[config.mk]
export PLATFORM = sky130hd
export DESIGN_NAME = vga_pixel_fetch
export DESIGN_NICKNAME = d
export VERILOG_FILES = /design/src/rtl/vga_pixel_fetch.sv
export SDC_FILE = /design/constraint.sdc
export NUM_CORES = 1
export LEC_CHECK = 0
export CAP_MARGIN = 5
export CORE_UTILIZATION = 53
export DETAILED_ROUTE_END_ITERATION = 12
export GPL_TIMING_DRIVEN = 0
export PLACE_DENSITY = 0.78
export RECOVER_POWER = 100
export REMOVE_ABC_BUFFERS = 1
export SYNTH_ARGS = -nofsm -noshare
export SYNTH_HDL_FRONTEND = slang
export SYNTH_SLANG_ARGS = --single-unit
[constraint.sdc]
create_clock -name pclk -period 2.73 [get_ports pclk]
set_clock_uncertainty 0.2 [all_clocks]
set_input_delay 0.273 -clock pclk [delete_from_list [all_inputs] [get_ports pclk]]
set_output_delay 0.273 -clock pclk [all_outputs]
set_load 0.03 [all_outputs]
[src/rtl/vga_pixel_fetch.sv]
// Pixel fetch stage behind the 800x600 VGA timing generator: walks the active area,
// reads a 2^SHIFT down-scaled frame buffer and re-aligns pixels with delayed strobes.
module vga_pixel_fetch #(
    parameter int H_ACT  = 800,
    parameter int V_ACT  = 600,
    parameter int SHIFT  = 2,
    parameter int FB_W   = 200,
    parameter int ADDR_W = 15,
    parameter int RD_LAT = 1,
    parameter int RGB_W  = 12
) (
    input  logic              pclk,
    input  logic              rst,
    input  logic              hen,
    input  logic              ven,
    input  logic              hs,
    input  logic              vs,
    output logic [ADDR_W-1:0] rd_addr,
    input  logic [RGB_W-1:0]  rd_data,
    output logic [RGB_W-1:0]  rgb,
    output logic              hs_o,
    output logic              vs_o,
    output logic              de_o,
    output logic              frame_start
);

    localparam int L = RD_LAT + 2;

    logic              sync_ok;
    logic              hen_d;
    logic [9:0]        x;
    logic [9:0]        y;
    logic [9:0]        y_inc;
    logic [ADDR_W-1:0] row_base;
    logic              de_in;
    logic              first_px;
    logic              line_end;
    logic [L-1:0]      hs_sr;
    logic [L-1:0]      vs_sr;
    logic [L-1:0]      de_sr;
    logic [L-1:0]      fs_sr;

    assign de_in    = hen & ven & sync_ok;
    assign first_px = de_in & (x == '0) & (y == '0);
    assign line_end = hen_d & ~hen & ven & sync_ok;
    assign y_inc    = y + 10'd1;

    // sync_ok only rises after a vertical blank, so a frame cut by reset is never fetched
    always_ff @(posedge pclk) begin
        if (rst) begin
            sync_ok <= 1'b0;
            hen_d   <= 1'b0;
        end else begin
            hen_d <= hen;
            if (!ven)
                sync_ok <= 1'b1;
        end
    end

    always_ff @(posedge pclk) begin
        if (rst || !hen)
            x <= '0;
        else if (de_in && (x != 10'(H_ACT - 1)))
            x <= x + 10'd1;
    end

    // row_base steps by one stored row every 2^SHIFT screen lines instead of multiplying
    always_ff @(posedge pclk) begin
        if (rst || !ven) begin
            y        <= '0;
            row_base <= '0;
        end else if (line_end && (y != 10'(V_ACT - 1))) begin
            y <= y_inc;
            if (y_inc[SHIFT-1:0] == '0)
                row_base <= row_base + ADDR_W'(FB_W);
        end
    end

    always_ff @(posedge pclk) begin
        if (rst)
            rd_addr <= '0;
        else if (de_in)
            rd_addr <= row_base + ADDR_W'(x >> SHIFT);
        else
            rd_addr <= '0;
    end

    always_ff @(posedge pclk) begin
        if (rst) begin
            hs_sr <= '0;
            vs_sr <= '0;
            de_sr <= '0;
            fs_sr <= '0;
            rgb   <= '0;
        end else begin
            hs_sr <= {hs_sr[L-2:0], hs};
            vs_sr <= {vs_sr[L-2:0], vs};
            de_sr <= {de_sr[L-2:0], de_in};
            fs_sr <= {fs_sr[L-2:0], first_px};
            rgb   <= de_sr[L-2] ? rd_data : '0;
        end
    end

    assign hs_o        = hs_sr[L-1];
    assign vs_o        = vs_sr[L-1];
    assign de_o        = de_sr[L-1];
    assign frame_start = fs_sr[L-1];

endmodule

# Yosys cells after proc, flatten, opt, wreduce, memory -nomap -nowiden
# Index checks and enable logic that the tools add are counted.
totals:
  ff_bits: 76
  input_bits: 18
  out_inout_bits: 31
  wordCells: 39
classes:
  addsub: 4
  eq_ne: 2
  n_bitwise: 10
  reduce_logical: 12
op_table:
  columns: ["cell", "count"]
  rows:
  - ["adder 10 x 1 -> 10 bit, second input constant", 2]
  - ["zero test 10 bit", 2]
  - ["!= test 10 bit, second input constant", 2]
  - ["adder 15 x 8 -> 15 bit", 1]
  - ["adder 15 x 8 -> 15 bit, second input constant", 1]
  - ["bitwise AND 1 bit", 7]
  - ["OR reduction 2 bit", 2]
  - ["NOT 1 bit", 3]
  - ["logical AND 1 bit", 2]
  - ["zero test 1 bit", 2]
  - ["zero test 2 bit", 1]
  - ["logical OR 1 bit", 2]
  - ["AND reduction 2 bit", 1]

# Longest topological paths before layout
depth:
  ltp_word: 6
  mapped_depth: 6

# Worst setup path after synthesis
# No wires, ideal clock.
synth_path:
  path_kind: "register -> register"
  start: "reg x[5]"
  end: "reg rd_addr[13]"
  setup_time_ns: 0.132
  arrival_time_ns: 1.708
  required_time_ns: 2.398
  path_slack_ns: 0.689
  stages_incl_launch_ff: 7
  path_buffers: 0
  period_less_slack_ns: 2.041
  cell_sequence: "dfxtp_1 ha_1 fa_1 a211o_1 a21oi_1 or4_1 a21oi_1"
synth_via:
  elab_chain_len: 1
synth_lines:
  columns: ["item", "line", "text"]
  rows:
  - ["start: declaration", "31", "logic [9:0] x;"]
  - ["start signal: assignment", "64", "x <= x + 10'd1;"]
  - ["adder 15 x 8 -> 15 bit", "83", "rd_addr <= row_base + ADDR_W'(x >> SHIFT);"]
  - ["end signal: assignment", "83", null]
  - ["end: declaration", "18", "output logic [ADDR_W-1:0] rd_addr,"]
# No other way between the ends.
# A chain may end at the register's enable or synchronous reset.

# Worst setup path in the final report
layout_path:
  start: "in rst"
  end: "reg rd_addr[0]"
layout_via:
  elab_chain_len: 1
layout_lines:
  columns: ["item", "line", "text"]
  rows:
  - ["start: declaration", "13", "input logic rst,"]
  - ["OR reduction 2 bit (no line)", null, null]
# No other way between the ends.

==> reports/summary.txt <==
Post-CTS Hold Fix Bufs -> 0
Place WS -> -0.1215 ns
Largest cells by area after synthesis -> dfxtp_1, ha_1, a21oi_1, and2_1, xnor2_1
Root buffer cell -> clkbuf_8
Kind of critical path -> in -> reg
DR DRC count -> 0
Vias in the first global route -> 2297
First-pass GRT wire length -> 10430 um
DRT antenna net count -> 0
Synth top area share -> 47.58%
Clk pwr share -> 47.6%
Cells after Synth -> 323
Cell Rows -> 27
Syn Area/Cell -> 9.510 um2
Hold_ws -> 0.2483 ns
Post-synth EDFFs -> 0
Post-CTS Setup Inserts -> 0
Gpl congestion -> 0.8604
Register area share after synthesis -> 47.58%
Final wirelength -> 6031 um
# diodes -> 0
Hold WC Path Type -> reg -> reg
Drt wl/cell -> 13.46 um
Global route overflow -> 0
Switching power -> 433.7 uW
Sw Share -> 20.01%
Max incr delay on CP -> 0.86 ns
I/O pins -> 49
CP endpoint kind -> flop
Maximum vdd ir drop -> 0.0003048 V
Hold EP -> vs_sr[1]$_SDFF_PP0_
Family with the most delay on the worst path -> buffers and inverters
DRT Pass-1 Iters -> 4
Fmax -> 409.1 MHz
Initial antenna violation count -> 0
Non-filler instance count after layout -> 448
Total number of yosys warnings -> 0
Full die area -> 0.006104 mm2
Total track usage -> 21.72%
Htree depth -> 3
RSZ-0062 raised after global routing -> no
Worst skew pair latency -> 0.35 ns
R2r endpoint -> row_base[6]$_SDFFE_PP0P_
Slowest cell on crit path -> dlygate4sd3_1
Max-cap violations -> 0
Placeable Area -> 0.005540 mm2
Pwr dens -> 568.6 mW/mm2
WP data required -> 2.77 ns
Fin crit share -> 89.54%
Cell mode on critical path -> inv_1
Fin nets -> 401
Worst-Margin Slew -> 0.8350 ns
Worst r2r path cells -> 4
RR Startpoint -> y[3]$_SDFFE_PP0P_
TritonCTS clock tree -> built
Post-synthesis async set-or-reset flop share -> 0%
Placed cells -> 432
TritonCTS Buffers -> 9
CP arrival -> 2.48 ns
Setup ws final -> 0.2856 ns
Yosys reg bits -> 73
Slew HR -> 44.24%
Worst path cell trace -> dlygate4sd3_1, nand2b_2, inv_1, nand3_1, inv_1, and2_0
Min-Delay Startpoint -> vs_sr[0]$_SDFF_PP0_
P_leak -> 0.001509 uW
Die width -> 78.13 um
Starting Density -> 55.44%
Final setup fails -> 0
Clk slew on worst S/H paths -> 0.07 ns
Global Route met2 Usage -> 34.65%
Detailed router's first-iteration violation count -> 144
Status -> completed
Worst hold path stage count -> 1
Busiest grt layer -> met2
Largest net degree at the start of global routing -> 20
Via density -> 5.493
DR vias -> 2461
Area delta synth->final -> 24.11%
Sequential share of power -> 49.6%
Met3 Use GR -> 4.419%
Final hold violations -> 0
Yosys cell types -> 47
Post-DP HPWL -> 4243 um
GRT met1 Usage -> 27.25%
Slew Limit Fails -> 0
Int Power -> 1734 uW
Clock sinks -> 73
CP Buf/Inv Count -> 3
Final min period -> 2.444 ns
Overall Power -> 2168 uW
Reg2Reg Setup Slack -> 0.39 ns
Top_reg_cell synth -> dfxtp_1
Ratio of cells with drive above 1 in the final layout -> 8.511%
Synth area leader -> dfxtp_1
Die H -> 78.13 um
Share of power burned in combinational logic -> 2.8%
Mapped Area -> 0.003072 mm2
Worst-case clock buffer depth -> 2
Port bufs -> 48
Crit Path Max Fanout -> 14
Startpoint Class -> input port
## logic make-up (layout without fill, tap and decap cells)
| group | Yosys count | after routing | synth area share [%] |
|---|---|---|---|
| buf+inv | 22 | 75 | 3.503 |
| simple gates | 130 | 130 | 23.22 |
| flops | 73 | 73 | 47.58 |
| compound gates | 66 | 66 | 14.58 |
| xor+xnor | 13 | 13 | 3.707 |
| fa+ha+maj | 12 | 12 | 5.132 |
| mux | 7 | 7 | 2.281 |
## power groups by stage
| stage | clock network, uW | logic, uW | registers [uW] |
|---|---|---|---|
| floorplan | 0 | 20.8 | 1100 |
| global placement | 0 | 61.1 | 1100 |
| detailed placement | 0 | 62.0 | 1100 |
| CTS | 1050 | 62.6 | 1070 |
| global route | 1090 | 67.1 | 1080 |
| finish | 1030 | 61.1 | 1070 |
## synth_stat cells, types with 8 or more instances
| master | number |
|---|---|
| dfxtp_1 | 73 |
| a21oi_1 | 25 |
| nor2_1 | 23 |
| nand2_1 | 21 |
| and2_1 | 18 |
| nand3_1 | 12 |
| ha_1 | 11 |
| inv_1 | 11 |
| nor2b_1 | 11 |
| o21ai_0 | 10 |
| xnor2_1 | 10 |
| o31ai_1 | 8 |
## worst reg2reg max path: cells and delay by family (launching register included)
family / cells / cell delay (ns)
AO/OA/AOI/OAI: 3 / 1.12
flip-flops: 1 / 0.35
AND/OR/NAND/NOR: 1 / 0.59
## registers in the layout, indices dropped and copies added, names as in the netlist
| name | cells |
|---|---|
| rd_addr | 15 |
| rgb | 12 |
| row_base | 12 |
| x | 10 |
| y | 10 |
| de_sr | 3 |
| fs_sr | 3 |
| hs_sr | 3 |
| vs_sr | 3 |
| hen_d | 1 |
| sync_ok | 1 |
## through the flow
step	cell area [um2]	util [%]	setup TNS (ns)
after floorplan	3005	-	0
after global placement	3576	64.54	-0.7048
after detailed placement	3576	64.54	-0.6895
after CTS	3820	68.95	0
after global routing	3812	68.81	0
final	3812	68.81	0
## worst max path at each step
| stage | end | from | depth (start not counted) |
|---|---|---|---|
| 2_1_floorplan | rd_addr[13]$_SDFF_PP0_ | x[5]$_SDFFE_PP0P_ | 6 |
| 3_3_place_gp | rd_addr[1]$_SDFF_PP0_ | rst | 6 |
| 3_5_place_dp | rd_addr[0]$_SDFF_PP0_ | rst | 6 |
| 4_1_cts | rd_addr[8]$_SDFF_PP0_ | rst | 7 |
| 5_1_grt | rd_addr[8]$_SDFF_PP0_ | rst | 7 |
| 6_report | rd_addr[0]$_SDFF_PP0_ | rst | 6 |
## repair_timing
action | CTS | global route
hold endpoints to repair | 0 | 0
setup endpoints to repair | 0 | 1
resized for setup | 0 | 1
## final cells by class
cell class | count | area [um2]
fill | 443 | 1728
multi-input combinational | 228 | 1495
sequential | 73 | 1461
timing repair buffer | 48 | 480.5
clock buffer | 11 | 141.4
clock inverter | 5 | 102.6
tap | 72 | 90.09
inverter | 11 | 41.29
## routing by layer
layer	wire [um]	vias to the layer above
met5	0	-
met4	129	0
met3	268	12
met2	2730	60
met1	2902	1147
li1	-	1242
## cell usage in the layout, fill, tap and decap left out, types with 10 or more instances in the layout
| master | instances |
|---|---|
| a21oi_1 | 25 |
| and2_0 | 13 |
| clkbuf_8 | 10 |
| clkdlybuf4s50_1 | 15 |
| dfxtp_1 | 73 |
| dlygate4sd3_1 | 33 |
| ha_1 | 11 |
| inv_1 | 11 |
| nand2_1 | 21 |
| nand3_1 | 12 |
| nor2_1 | 23 |
| nor2b_1 | 11 |
| o21ai_0 | 10 |
| xnor2_1 | 10 |
Power figures use the tool's default switching activity.
